==> src/rtl/ktms_retry_pkg.sv <==
// Shared encodings and default widths for the retry scheduler.
package ktms_retry_pkg;

  typedef enum logic [1:0] {
    StIdle  = 2'd0,
    StWait  = 2'd1,
    StIssue = 2'd2
  } state_e;

  localparam int unsigned TsWidthDef   = 64;
  localparam int unsigned EaWidthDef   = 65;
  localparam int unsigned CtxtWidthDef = 10;
  localparam int unsigned DlyWidthDef  = 16;

  localparam int unsigned IssueCntW = 32;
  localparam int unsigned FlushCntW = 16;

endpackage

==> src/rtl/ktms_retry_age_cmp.sv <==
// Backoff check: true once (now - ts) mod 2^ts_width reaches the zero-extended delay.
module ktms_retry_age_cmp #(
  parameter int unsigned ts_width  = 64,
  parameter int unsigned dly_width = 16
) (
  input  logic [ts_width-1:0]  i_now,
  input  logic [ts_width-1:0]  i_ts,
  input  logic [dly_width-1:0] i_delay,
  output logic                 o_ok
);

  logic [ts_width-1:0] age;

  // Modulo subtraction keeps the age correct across a timestamp wrap.
  assign age  = i_now - i_ts;
  assign o_ok = (age >= ts_width'(i_delay));

endmodule

==> src/rtl/ktms_retry_sched.sv <==
// Retry scheduler: holds one command, waits for enable (and backoff age when
// KTMS_RETRY_SCHED_DELAY_EN is defined), then issues a re-fetch request.
module ktms_retry_sched
  import ktms_retry_pkg::*;
#(
  parameter int unsigned ts_width   = TsWidthDef,
  parameter int unsigned ea_width   = EaWidthDef,
  parameter int unsigned ctxt_width = CtxtWidthDef,
  parameter int unsigned dly_width  = DlyWidthDef
) (
  input  logic                                   clk,
  input  logic                                   reset,
  input  logic                                   i_v,
  output logic                                   i_r,
  input  logic [ts_width+ea_width+ctxt_width-1:0] i_d,
  input  logic [ts_width-1:0]                    i_now,
  input  logic [dly_width-1:0]                   i_delay,
  input  logic                                   i_enable,
  input  logic                                   i_flush,
  output logic                                   o_v,
  input  logic                                   o_r,
  output logic [ea_width-1:0]                    o_ea,
  output logic [ctxt_width-1:0]                  o_ctxt,
  output logic                                   o_busy,
  output logic [IssueCntW-1:0]                   o_issue_cnt,
  output logic [FlushCntW-1:0]                   o_flush_cnt
);

  localparam int unsigned DWidth = ts_width + ea_width + ctxt_width;

  state_e                state_q, state_d;
  logic [DWidth-1:0]     held_q, held_d;
  logic [IssueCntW-1:0]  issue_cnt_q, issue_cnt_d;
  logic [FlushCntW-1:0]  flush_cnt_q, flush_cnt_d;
  logic                  busy_q;
  logic [ts_width-1:0]   held_ts;
  logic                  age_ok;

  assign held_ts = held_q[DWidth-1 -: ts_width];
  assign o_ea    = held_q[ea_width+ctxt_width-1 : ctxt_width];
  assign o_ctxt  = held_q[ctxt_width-1:0];

`ifdef KTMS_RETRY_SCHED_DELAY_EN
  ktms_retry_age_cmp #(
    .ts_width  (ts_width),
    .dly_width (dly_width)
  ) u_age_cmp (
    .i_now   (i_now),
    .i_ts    (held_ts),
    .i_delay (i_delay),
    .o_ok    (age_ok)
  );
`else
  logic unused_age;
  assign age_ok     = 1'b1;
  assign unused_age = ^{i_now, i_delay, held_ts};
`endif

  always_comb begin
    state_d     = state_q;
    held_d      = held_q;
    issue_cnt_d = issue_cnt_q;
    flush_cnt_d = flush_cnt_q;
    i_r         = 1'b0;
    o_v         = 1'b0;
    unique case (state_q)
      StIdle: begin
        // Flush has no effect here; a capture still proceeds.
        i_r = 1'b1;
        if (i_v) begin
          held_d  = i_d;
          state_d = StWait;
        end
      end
      StWait: begin
        if (i_flush) begin
          state_d = StIdle;
          if (!(&flush_cnt_q)) flush_cnt_d = flush_cnt_q + FlushCntW'(1);
        end else if (i_enable && age_ok) begin
          state_d = StIssue;
        end
      end
      StIssue: begin
        // Flush outranks a simultaneous handshake and masks o_v this cycle.
        if (i_flush) begin
          state_d = StIdle;
          if (!(&flush_cnt_q)) flush_cnt_d = flush_cnt_q + FlushCntW'(1);
        end else begin
          o_v = 1'b1;
          if (o_r) begin
            state_d = StIdle;
            if (!(&issue_cnt_q)) issue_cnt_d = issue_cnt_q + IssueCntW'(1);
          end
        end
      end
      default: state_d = StIdle;
    endcase
  end

  always_ff @(posedge clk or negedge reset) begin
    if (!reset) begin
      state_q     <= StIdle;
      held_q      <= '0;
      issue_cnt_q <= '0;
      flush_cnt_q <= '0;
      busy_q      <= 1'b0;
    end else begin
      state_q     <= state_d;
      held_q      <= held_d;
      issue_cnt_q <= issue_cnt_d;
      flush_cnt_q <= flush_cnt_d;
      busy_q      <= (state_d != StIdle);
    end
  end

  assign o_busy      = busy_q;
  assign o_issue_cnt = issue_cnt_q;
  assign o_flush_cnt = flush_cnt_q;

endmodule

==> config.mk <==
export PLATFORM = sky130hd
export DESIGN_NAME = ktms_retry_sched
export DESIGN_NICKNAME = d
export VERILOG_FILES = /design/src/rtl/ktms_retry_pkg.sv /design/src/rtl/ktms_retry_age_cmp.sv /design/src/rtl/ktms_retry_sched.sv
export SDC_FILE = /design/constraint.sdc
export NUM_CORES = 1
export LEC_CHECK = 0
export CAP_MARGIN = 10
export CELL_PAD_IN_SITES_DETAIL_PLACEMENT = 1
export CELL_PAD_IN_SITES_GLOBAL_PLACEMENT = 1
export CORE_MARGIN = 2
export CORE_UTILIZATION = 26
export CTS_CLUSTER_DIAMETER = 30
export CTS_CLUSTER_SIZE = 8
export DETAILED_ROUTE_END_ITERATION = 6
export HOLD_SLACK_MARGIN = 0.12
export PLACE_DENSITY_LB_ADDON = 0.1
export SLEW_MARGIN = 10
export SYNTH_ARGS = -nofsm -noshare
export SYNTH_HDL_FRONTEND = slang
export SYNTH_HIERARCHICAL = 1
export SYNTH_SLANG_ARGS = --single-unit
==> constraint.sdc <==
create_clock -name clk -period 2.65 [get_ports clk]
set_clock_uncertainty 0.1 [all_clocks]
set_input_delay 0.3975 -clock clk [delete_from_list [all_inputs] [get_ports clk]]
set_output_delay 0.3975 -clock clk [all_outputs]
set_load 0.005 [all_outputs]
== After elaboration in Yosys (flattened, before gate mapping) ==
Index checks and enable logic that the tools add are counted.
Word-level totals
  register bits after elaboration: 126
  input port bits: 225
  output and inout port bits: 126
Cells by class
  add/sub/neg operators: 2
  eq/ne operators: 2
  muxes and demuxes: 9
  bitwise operators: 3
  reduce and logical (&&, ||, !) cells: 8
Operators with widths (count)
  32-bit by 1-bit adder with 32-bit output, second input constant: 1
  32-bit AND reduction: 1
  16-bit by 1-bit adder with 16-bit output, second input constant: 1
  16-bit AND reduction: 1
  2-bit two-way mux: 5
  2-bit one-hot mux with 3 select lines: 1
  4-bit AND reduction: 1
  1-bit two-way mux: 3
  1-bit NOT: 3
  3-bit AND reduction: 1
  2-bit by 1-bit == test with 1-bit output, second input constant: 1
  2-bit == test, second input constant: 1
  2-bit zero test: 1
  2-bit AND reduction: 1
  2-bit nonzero test: 1
  2-bit OR reduction: 1

== Longest topological paths before layout ==
Gate-level depths: netlist of the first run.
  word-level depth: 4
  gate-level depth with buffers: 7
  gate-level depth less buffers: 7

== Least setup slack after synthesis of the first run ==
Ideal clock, no wire load.
  kind: reg2reg
  start point: register state_q[0]
  end point: register held_q[0]
  library setup time: 0.125 ns
  arrival: 1.797 ns
  setup slack: 0.628 ns
  stages on the path, launching flop included: 7
  buffers on the path: 2
  clock period less this slack: 2.022 ns
  cell sequence: dfrtp_1 -> inv_1 -> ha_1 -> nand2_1 -> clkbuf_1 -> clkbuf_1 -> mux2_2
On the way
  longest elaborated chain between the ends: 2
RTL lines
  from (decl): RTL line ktms_retry_sched.sv:31  | state_e state_q, state_d;
  from (signal assigned): RTL line ktms_retry_sched.sv:102  | state_q <= StIdle;
  from (signal assigned): RTL line ktms_retry_sched.sv:108  | state_q <= state_d;
  2-bit zero test: RTL line ktms_retry_sched.sv:66  | unique case (state_q)
  2-bit AND reduction (no line)
  to (signal assigned): RTL line ktms_retry_sched.sv:109  | held_q <= held_d;
  to (decl): RTL line ktms_retry_sched.sv:32  | logic [DWidth-1:0] held_q, held_d;
Every way passes these cells.
A chain may end at the register's enable or synchronous reset.

== Final worst setup path of the first run ==
  start point: register state_q[0]
  end point: output o_v
On the way
  longest elaborated chain between the ends: 2
RTL lines
  2-bit == test: RTL line ktms_retry_sched.sv:66
  1-bit two-way mux: RTL line ktms_retry_sched.sv:66
  to (decl): RTL line ktms_retry_sched.sv:20  | output logic o_v,
Every way passes these cells.

==> results of run 1 <==
## cell usage in the layout, fill, tap and decap left out, drive strengths merged, types with 8 or more instances in the layout
cell type      netlist  layout
a21oi                8       8
buf                  0      11
clkbuf               8      18
clkdlybuf4s50        0     205
dfrtp              126     126
inv                  5      10
mux2                77      77
nand2               18      18
nand3               15      15
nand4               20      20
nor2                16      16
nor3                 9       9
xnor2               28      28
xor2                15      15
## flip-flops by register name, summed over array words and instances (netlist names)
register and flops:
o_busy 1, o_flush_cnt 16, state_q 2, held_q 75
o_issue_cnt 32
## where the power goes
group          switching (mW)  total, mW  internal (mW)
sequential              0.375       2.97           2.59
combinational           0.920       2.82           1.90
clock                   0.904       2.40           1.50
## final cells by class
cell class              instances  area (µm²)  area share [%]
flip-flops and latches        126        3150            38.0
repair buffers                217        2190            26.4
multi-input cells             246        2000            24.0
clock buffers                  18         429            5.17
well taps                     265         332            3.99
clock inverters                14         180            2.17
inverters                       5        18.8           0.226
## routing by layer
metal  wire length (µm)  track usage [%]
met1               6110             17.2
met2               7380             24.0
met3               1140             5.88
met4                257             5.74
met5                  0                0
## worst max-delay path by stage
stage	slack, ns	end	start
floorplan	0.63	held_q[0]	state_q[0]
global placement	0.29	o_issue_cnt[12]	i_flush
detailed placement	0.28	o_issue_cnt[31]	i_flush
CTS	0.25	o_v	state_q[0]
global route	0.10	o_issue_cnt[1]	o_issue_cnt[0]
finish	0.29	o_v	state_q[0]
## logic make-up after synthesis
family | count (synthesis) | synth area share [%]
AND/OR/NAND/NOR | 104 | 10.9
buffers and inverters | 13 | 0.940
AO/OA/AOI/OAI | 16 | 1.98
multiplexers | 77 | 16.7
XOR/XNOR | 43 | 7.25
adder cells (fa/ha/maj) | 6 | 1.45
flip-flops | 126 | 60.7
## critical path: cells and delay by family (launching register included)
| family | cells | cell delay [ns] |
|---|---|---|
| AND/OR/NAND/NOR | 1 | 0.16 |
| adder cells (fa/ha/maj) | 1 | 0.20 |
| buffers and inverters | 2 | 0.68 |
| flip-flops | 1 | 0.41 |
## through the flow
| step | hold WS (ns) | utilization (%) |
|---|---|---|
| detailed placement | 0.245 | 39.4 |
| floorplan | 0.00191 | - |
| CTS | 0.346 | 42.5 |
| finish | 0.348 | 42.5 |
| global placement | 0.246 | 39.4 |
| global route | 0.373 | 42.5 |
## timing repair
| item | in CTS | in global routing |
|---|---|---|
| hold buffers | 1 | 0 |
| setup endpoints to repair | 0 | 0 |
| buffers inserted | 0 | 0 |
| endpoints found under the hold margin | 25 | 0 |
==> flow_summary.json, run 1 <==
{
  "maxCapViolCount": 0,
  "io_pins": 351,
  "fmax_mhz": 423,
  "cts_resized": 0,
  "synth_top_area_share_pct": 60.7,
  "synth_area_leader_cell": "dfrtp_1",
  "synth_async_sr_flop_share_pct": 100,
  "coreArea_um2": 19500,
  "r2r-start": "o_issue_cnt[0]",
  "yosysMostFrequentCell": "dfrtp_1",
  "n_antenna_cell": 0,
  "ff2ff_setup_slack_ns": 0.32,
  "fin_tns_setup_ns": 0,
  "final.fill_count": 2061,
  "area.growth.synth_to_final_pct": 60.0,
  "critPathKind": "reg2out",
  "endpoint_kind": "output port",
  "p_total_mw": 8.18,
  "wl_per_cell_um": 16.7,
  "cts.sinks": 126,
  "hold_viol_final": 0,
  "ys_types": 33,
  "synth_common_cells": "dfrtp_1 (126), mux2_2 (77), xnor2_1 (28)",
  "fp-row-count": 51,
  "cellPowerDensity_nw_per_um2": 985,
  "ys_top_cells_by_area": "dfrtp_1 (61%), mux2_2 (17%), xnor2_1 (4.7%)",
  "final_cells": 891,
  "crit_path_max_fanout": 4,
  "max-vdd-ir-drop_v": 0.000456,
  "rsz0062_at_grt": "false",
  "hpwl_mm": 11.3,
  "synth_edf_count": 0,
  "die_area_um2": 21100,
  "period_minus_slack_ns": 2.36,
  "die_x_um": 145,
  "final_area_um2": 8300,
  "pre_cts_slack_ns": 0.278,
  "gr-usage-all-layers_pct": 14.6,
  "port_buffers": 206,
  "ys_seq_elements": 126,
  "wirelength_mm": 14.9,
  "root_buffer": "clkbuf_16",
  "htreeDepth": 4,
  "vias": 3940,
  "dpl.cell_count": 858,
  "setup_viol": 0,
  "drt-pass1-iter-count": 4,
  "hold_path.class": "in2async",
  "max_slew.worst_pin.slew_ns": 0.716,
  "grt_max_degree": 56,
  "status": "complete, no violations",
  "clock_latency_ns": 0.41,
  "vias_per_cell": 4.42,
  "maxSlewViolCount": 0,
  "gp_congestion": 0.729,
  "yosysWarnings": 6,
  "cts_buffer_depth": 2,
  "final.setup.worst_slack_ns": 0.288,
  "slowest_stage": "clkdlybuf4s50_1",
  "globalRouteOverflowTotal": 0,
  "cts_tree": "done",
  "synthCells": 385,
  "tritoncts.num_buffers": 17,
  "critPathLaunchType": "flip-flop",
  "fin_nets": 844,
  "drive_above_1_share_pct": 20.0,
  "slew-limit-headroom_pct": 52.0,
  "worstReg2RegEnd": "o_issue_cnt[1]",
  "power.static_leakage_nw": 3.44,
  "grt_pass1_vias": 4324,
  "drc": 0,
  "synth.net_count": 616,
  "ant_nets": 0,
  "start_util_pct": 26.6,
  "worstPathRequired_ns": 2.15,
  "synth-main-ff-cell": "dfrtp_1",
  "rr_worst_depth": 5,
  "drt-initial-drc-count": 91,
  "syn_area_per_cell_um2": 13.5,
  "yosysSeqAreaShare_pct": 60.7,
  "antenna_found_initial": 0,
  "path_clk_slew_ns": 0.06,
  "place_area_um2": 7680,
  "crit_chain": "inv_1 -> ha_1 -> nor2b_1 -> clkdlybuf4s50_1",
  "period_share_pct": 89.1,
  "dieHeight_um": 145,
  "cpPeakStageDelay_ns": 0.59,
  "synth.cell_area_um2": 5190,
  "grt_pass1_wl_mm": 24.2,
  "arrival_ns": 1.86
}
(Power assumes the default switching activity.)
==> run 2, diff against run 1 <==
--- a/config.mk
+++ b/config.mk
@@ -10,7 +10,7 @@
 export CELL_PAD_IN_SITES_GLOBAL_PLACEMENT = 1
 export CORE_MARGIN = 2
 export CORE_UTILIZATION = 26
-export CTS_CLUSTER_DIAMETER = 30
+export CTS_CLUSTER_DIAMETER = 120
 export CTS_CLUSTER_SIZE = 8
 export DETAILED_ROUTE_END_ITERATION = 6
 export HOLD_SLACK_MARGIN = 0.12
==> results of run 2 <==
No change in the layout: final DEF, timing and power equal those of run 1.
